<file path="config.mk">
export PLATFORM = sky130hd
export DESIGN_NAME = axi_lite_cmd_master
export DESIGN_NICKNAME = d
export VERILOG_FILES = /design/src/rtl/axi_lite_pkg.sv /design/src/rtl/axi_lite_cmd_master.sv
export SDC_FILE = /design/constraint.sdc
export NUM_CORES = 1
export LEC_CHECK = 0
export ABC_AREA = 1
export CORE_MARGIN = 8
export CORE_UTILIZATION = 45
export DETAILED_ROUTE_END_ITERATION = 10
export PLACE_DENSITY = 0.82
export SYNTH_ARGS = -nofsm -noshare
export SYNTH_HDL_FRONTEND = slang
export SYNTH_SLANG_ARGS = --single-unit
</file>
<file path="constraint.sdc">
create_clock -name m_axi_aclk -period 2.3 [get_ports m_axi_aclk]
set_input_delay 0.46 -clock m_axi_aclk [delete_from_list [all_inputs] [get_ports m_axi_aclk]]
set_output_delay 0.46 -clock m_axi_aclk [all_outputs]
set_load 0.1 [all_outputs]
</file>
<file path="src/rtl/axi_lite_pkg.sv">
// Shared AXI-Lite definitions: response codes, default widths and the
// command-master state encoding.
`ifndef DATA_W
`define DATA_W 32
`endif
`ifndef ADDR_W
`define ADDR_W 32
`endif

package axi_lite_pkg;

   localparam int AXIL_DATA_W = `DATA_W;
   localparam int AXIL_ADDR_W = `ADDR_W;

   localparam logic [1:0] RESP_OKAY   = 2'b00;
   localparam logic [1:0] RESP_EXOKAY = 2'b01;
   localparam logic [1:0] RESP_SLVERR = 2'b10;
   localparam logic [1:0] RESP_DECERR = 2'b11;

   typedef enum logic [2:0] {
      ST_IDLE    = 3'd0,
      ST_WR_REQ  = 3'd1,
      ST_WR_RESP = 3'd2,
      ST_RD_REQ  = 3'd3,
      ST_RD_RESP = 3'd4,
      ST_RSP     = 3'd5
   } axil_mst_state_t;

endpackage

</file>
<file path="src/rtl/axi_lite_cmd_master.sv">
// AXI-Lite initiator: one command in, one single-beat AXI-Lite transaction
// out, one completion (with latency count) back. One transaction in flight.
//
// state      | meaning
// -----------+-----------------------------------------------------------
// ST_IDLE    | cmd_ready high, waiting for a command
// ST_WR_REQ  | AW and W presented; each drops on its own handshake
// ST_WR_RESP | bready high, waiting for the B beat
// ST_RD_REQ  | AR presented, waiting for arready
// ST_RD_RESP | rready high, waiting for the R beat
// ST_RSP     | completion held on the rsp stream until rsp_ready
module axi_lite_cmd_master
   import axi_lite_pkg::*;
#(
   parameter int DATA_WIDTH = AXIL_DATA_W,
   parameter int ADDR_WIDTH = AXIL_ADDR_W,
   parameter int LAT_WIDTH  = 16
) (
   input  logic                    m_axi_aclk,
   input  logic                    m_axi_areset,

   input  logic                    cmd_valid,
   output logic                    cmd_ready,
   input  logic                    cmd_write,
   input  logic [ADDR_WIDTH-1:0]   cmd_addr,
   input  logic [DATA_WIDTH-1:0]   cmd_wdata,
   input  logic [DATA_WIDTH/8-1:0] cmd_wstrb,

   output logic                    rsp_valid,
   input  logic                    rsp_ready,
   output logic                    rsp_write,
   output logic [DATA_WIDTH-1:0]   rsp_rdata,
   output logic [1:0]              rsp_resp,
   output logic [LAT_WIDTH-1:0]    rsp_lat,

   output logic [ADDR_WIDTH-1:0]   m_axi_awaddr,
   output logic                    m_axi_awvalid,
   input  logic                    m_axi_awready,
   output logic [DATA_WIDTH-1:0]   m_axi_wdata,
   output logic [DATA_WIDTH/8-1:0] m_axi_wstrb,
   output logic                    m_axi_wvalid,
   input  logic                    m_axi_wready,
   input  logic [1:0]              m_axi_bresp,
   input  logic                    m_axi_bvalid,
   output logic                    m_axi_bready,
   output logic [ADDR_WIDTH-1:0]   m_axi_araddr,
   output logic                    m_axi_arvalid,
   input  logic                    m_axi_arready,
   input  logic [DATA_WIDTH-1:0]   m_axi_rdata,
   input  logic [1:0]              m_axi_rresp,
   input  logic                    m_axi_rvalid,
   output logic                    m_axi_rready
);

   axil_mst_state_t state, state_n;

   logic awvalid_n, wvalid_n, arvalid_n, bready_n, rready_n, rsp_valid_n;
   logic accept, b_hs, r_hs;
   logic [LAT_WIDTH-1:0] lat_cnt, lat_inc;

   // The only combinational output; held low during reset so nothing is
   // accepted on the reset edge.
   assign cmd_ready = (state == ST_IDLE) && !m_axi_areset;

   // Latency as seen at a handshake edge: counter value after this edge.
   assign lat_inc = (&lat_cnt) ? lat_cnt : lat_cnt + 1'b1;

   // State register.
   always_ff @(posedge m_axi_aclk) begin
      if (m_axi_areset) state <= ST_IDLE;
      else              state <= state_n;
   end

   // Next state and next values of the registered valid/ready outputs.
   always_comb begin
      state_n     = state;
      awvalid_n   = m_axi_awvalid;
      wvalid_n    = m_axi_wvalid;
      arvalid_n   = m_axi_arvalid;
      bready_n    = m_axi_bready;
      rready_n    = m_axi_rready;
      rsp_valid_n = rsp_valid;
      accept      = 1'b0;
      b_hs        = 1'b0;
      r_hs        = 1'b0;
      case (state)
         ST_IDLE: begin
            if (cmd_valid && cmd_ready) begin
               accept = 1'b1;
               if (cmd_write) begin
                  state_n   = ST_WR_REQ;
                  awvalid_n = 1'b1;
                  wvalid_n  = 1'b1;
               end else begin
                  state_n   = ST_RD_REQ;
                  arvalid_n = 1'b1;
               end
            end
         end
         ST_WR_REQ: begin
            awvalid_n = m_axi_awvalid && !m_axi_awready;
            wvalid_n  = m_axi_wvalid && !m_axi_wready;
            if (!awvalid_n && !wvalid_n) begin
               state_n  = ST_WR_RESP;
               bready_n = 1'b1;
            end
         end
         ST_WR_RESP: begin
            if (m_axi_bvalid && m_axi_bready) begin
               b_hs        = 1'b1;
               bready_n    = 1'b0;
               rsp_valid_n = 1'b1;
               state_n     = ST_RSP;
            end
         end
         ST_RD_REQ: begin
            if (m_axi_arvalid && m_axi_arready) begin
               arvalid_n = 1'b0;
               rready_n  = 1'b1;
               state_n   = ST_RD_RESP;
            end
         end
         ST_RD_RESP: begin
            if (m_axi_rvalid && m_axi_rready) begin
               r_hs        = 1'b1;
               rready_n    = 1'b0;
               rsp_valid_n = 1'b1;
               state_n     = ST_RSP;
            end
         end
         ST_RSP: begin
            if (rsp_ready) begin
               rsp_valid_n = 1'b0;
               state_n     = ST_IDLE;
            end
         end
         default: state_n = ST_IDLE;
      endcase
   end

   // Registered handshake outputs.
   always_ff @(posedge m_axi_aclk) begin
      if (m_axi_areset) begin
         m_axi_awvalid <= 1'b0;
         m_axi_wvalid  <= 1'b0;
         m_axi_arvalid <= 1'b0;
         m_axi_bready  <= 1'b0;
         m_axi_rready  <= 1'b0;
         rsp_valid     <= 1'b0;
      end else begin
         m_axi_awvalid <= awvalid_n;
         m_axi_wvalid  <= wvalid_n;
         m_axi_arvalid <= arvalid_n;
         m_axi_bready  <= bready_n;
         m_axi_rready  <= rready_n;
         rsp_valid     <= rsp_valid_n;
      end
   end

   // Command capture, latency counter and completion capture.
   always_ff @(posedge m_axi_aclk) begin
      if (m_axi_areset) begin
         m_axi_awaddr <= '0;
         m_axi_wdata  <= '0;
         m_axi_wstrb  <= '0;
         m_axi_araddr <= '0;
         rsp_write    <= 1'b0;
         rsp_rdata    <= '0;
         rsp_resp     <= '0;
         rsp_lat      <= '0;
         lat_cnt      <= '0;
      end else begin
         if (accept) begin
            lat_cnt <= '0;
            if (cmd_write) begin
               m_axi_awaddr <= cmd_addr;
               m_axi_wdata  <= cmd_wdata;
               m_axi_wstrb  <= cmd_wstrb;
            end else begin
               m_axi_araddr <= cmd_addr;
            end
         end else if (state != ST_IDLE) begin
            lat_cnt <= lat_inc;
         end
         if (b_hs) begin
            rsp_write <= 1'b1;
            rsp_rdata <= '0;
            rsp_resp  <= m_axi_bresp;
            rsp_lat   <= lat_inc;
         end
         if (r_hs) begin
            rsp_write <= 1'b0;
            rsp_rdata <= m_axi_rdata;
            rsp_resp  <= m_axi_rresp;
            rsp_lat   <= lat_inc;
         end
      end
   end

endmodule

</file>
==> results.py <==
metrics = {
    "clock_tree": {
        "cts_resized": 0,
        "worstSkewPairLatency_ps": 430,
        "path_clk_slew_ps": 60,
        "cts-root-buf": "clkbuf_16",
        "cts.sinks": 176,
        "htreeDepth": 4,
        "hold_buffers": 0,
        "tritoncts": "done",
        "cts_setup_buffers": 0,
        "cts.path.max_buffers": 2,
        "cts_inserted_buffers": 17,
    },
    "finish": {
        "drive_above_1_share_pct": 18.20,
        "final_cell_mix": "268 x nor2_1, 176 x dfxtp_1, 169 x buf_4",
        "final_area_sq_um": 9976,
        "num_antenna_cells": 0,
        "final_common_cell": "nor2_1",
        "syn_to_final_growth_pct": 44.75,
        "fin_nets": 1300,
    },
    "drt": {
        "drtPass1Iterations": 5,
        "via_count": 6851,
        "route.detailed.drc": 0,
        "ant_nets": 0,
        "viasPerCell": 4.943,
        "wirelength_mm": 22.28,
        "wl_per_cell_um": 16.08,
        "drtIter0Drc": 509,
    },
    "power_and_ir_drop": {
        "ir_worst_vdd_v": 0.0005819,
        "total_power_mw": 11.06,
        "leakage_nw": 4.615,
        "p_per_area_nw_per_um2": 1108,
    },
    "critical_path": {
        "cpMostUsedCell": "nor2_8",
        "path_delay_family": "simple AND/OR/NAND/NOR gates",
        "end_kind": "primary output",
        "max_stage_delay_ps": 430,
        "cp_data_required_time_ps": 1840,
        "crit_chain": "nor2_8 > nand2_8 > nor2_8 > buf_12",
        "reg2reg_from": "lat_cnt[0]",
        "reg2reg_depth": 11,
        "crit_path_start_kind": "flop",
        "crit_type": "reg2out",
        "cp.depth": 4,
        "startpoint": "state[0]",
        "arrival_ps": 1580,
        "critPathMaxFanout": 27,
        "slowest_stage": "dfxtp_1",
        "cp.buffers_inverters": 1,
    },
    "job": {
        "drv_cap": 0,
    },
    "run_status": {
        "status": "complete, no violations",
    },
    "sta": {
        "worst_clock_skew_ps": 10.64,
        "drv_slew": 0,
        "rsz0062_at_grt": "false",
        "tightestPinTransition_ps": 422.0,
        "fin_ws_ps": 257.0,
        "finalHoldViolations": 0,
        "fmax_mhz": 489.5,
        "setup_viol": 0,
        "tns_ps": 0,
        "timing.hold.ws_ps": 461.7,
        "fin_crit_sh_pct": 88.83,
        "slew_headroom_pct": 71.83,
        "post-route-min-period_ps": 2043,
    },
    "floorplan": {
        "num_rows": 45,
        "die_h_um": 139.8,
        "dieArea_sq_um": 19530,
        "coreArea_sq_um": 15090,
        "dieWidth_um": 139.8,
        "initial_core_util_pct": 45.67,
        "num_io_pins": 272,
    },
    "grt": {
        "grt_usage_pct": 22.59,
        "grt_pass1_wl_mm": 35.76,
        "overflow": 0,
        "grt_pass1_vias": 6849,
        "antenna_found_initial": 0,
        "grt_start_max_net_pins": 66,
    },
    "yosys": {
        "synth.yosys.seq_area_share_pct": 51.13,
        "syn_inst": 930,
        "syn_area_per_cell_sq_um": 7.410,
        "syn_nets": 1045,
        "synth_cell_types": 31,
        "syn_area_sq_um": 6892,
        "ys_ff_latch": 176,
        "ys_warn_count": 0,
    },
    "min_path": {
        "whs_path_depth": 2,
        "min_from": "rsp_rdata[28]",
        "hold_path_class": "reg2reg",
    },
    "placement": {
        "numPortBuffers": 271,
        "hpwl_mm": 16.28,
        "gp_congestion": 0.8998,
        "dpl_cell_area_sq_um": 9373,
        "pre_cts_slack_ps": 124.5,
    },
}
[flip-flops by register name (all words and copies together) (netlist names)]
signal         count
rsp_write          1
rsp_resp           2
m_axi_rready       1
m_axi_awvalid      1
m_axi_wstrb        4
m_axi_wdata       32
rsp_rdata         32
m_axi_awaddr      32
m_axi_wvalid       1
m_axi_araddr      32
lat_cnt           16
m_axi_bready       1
rsp_valid          1
rsp_lat           16
m_axi_arvalid      1
state              3
[Yosys cell counts]
cell type  number  share of area [%]
a21boi_0        1               0.11
a21oi_1        52                3.8
a31oi_1         3               0.27
buf_1           1              0.054
buf_2          21                1.5
buf_4           2               0.22
buf_6           8                1.3
clkbuf_1       20                1.1
clkbuf_2        1              0.073
clkinv_1        2               0.11
dfxtp_1       176                 51
ha_1            1               0.18
inv_1          47                2.6
inv_2           2               0.11
nand2_1       134                7.3
nand2_4         1               0.16
nand2_8         1               0.29
nand3_1        31                2.3
nand3b_1        1               0.11
nand4_1         6               0.54
nor2_1        268                 15
nor2_2          1              0.091
nor2_4          1               0.16
nor2_8          3               0.87
nor3_1          1              0.073
o211ai_1        3               0.33
o21ai_0       124                9.0
o21ai_1        10               0.73
or2_2           1              0.091
xnor2_1         3               0.38
xor2_1          4               0.51
[routing by layer]
| layer | routed length (um) | track usage, % |
|---|---|---|
| met1 | 9019 | 25.73 |
| met2 | 10440 | 37.29 |
| met3 | 2466 | 10.12 |
| met4 | 357 | 6.914 |
| met5 | 0 | 0 |
[path summary, 6_finish.rpt]
| check | end | slack (ps) |
|---|---|---|
| worst min-delay path | rsp_rdata[28] | 460 |
| worst min register to register | rsp_rdata[28] | 460 |
| worst max register to register | lat_cnt[4] | 350 |
| worst max-delay path | cmd_ready | 260 |
[logic make-up after synthesis]
group | count (synthesis) | share of synthesized area (%)
fa+ha+maj | 1 | 0.1815
simple gates | 449 | 26.54
buf+inv | 104 | 7.044
xor+xnor | 7 | 0.8896
compound gates | 193 | 14.22
flops | 176 | 51.13
[worst register-to-register path: stages, from the launching register on]
cell and delay, ps:
dfxtp_1 430, ha_1 310, inv_1 70, nor2_1 100, nand2_1 120, inv_1 120
nand2_1 250, inv_1 260, nor2_1 90, nand2_1 70, nand2_1 50, inv_1 40
[area by class of cell]
class / instances / area, sq um
Timing Repair Buffer: 289 / 2540
Fill cell: 1286 / 5114
Sequential cell: 176 / 3523
Multi-Input combinational cell: 650 / 2883
Clock buffer: 19 / 442.9
Inverter: 51 / 191.4
Tap cell: 188 / 235.2
Clock inverter: 13 / 160.2
[through the flow]
stage          utilization, %  instances
2_1_floorplan               -        930
3_3_place_gp            62.11       1354
3_5_place_dp            62.11       1354
4_1_cts                 66.11       1386
5_1_grt                 66.11       1386
6_report                66.11       1386
[power by group]
part / leakage (nW) / internal (mW) / total (mW) / switching [mW]
Combinational: 2.89 / 1.08 / 4.26 / 3.18
Clock: 0.293 / 1.74 / 2.96 / 1.22
Sequential: 1.43 / 3.47 / 3.83 / 0.358
(Power assumes the default switching activity.)
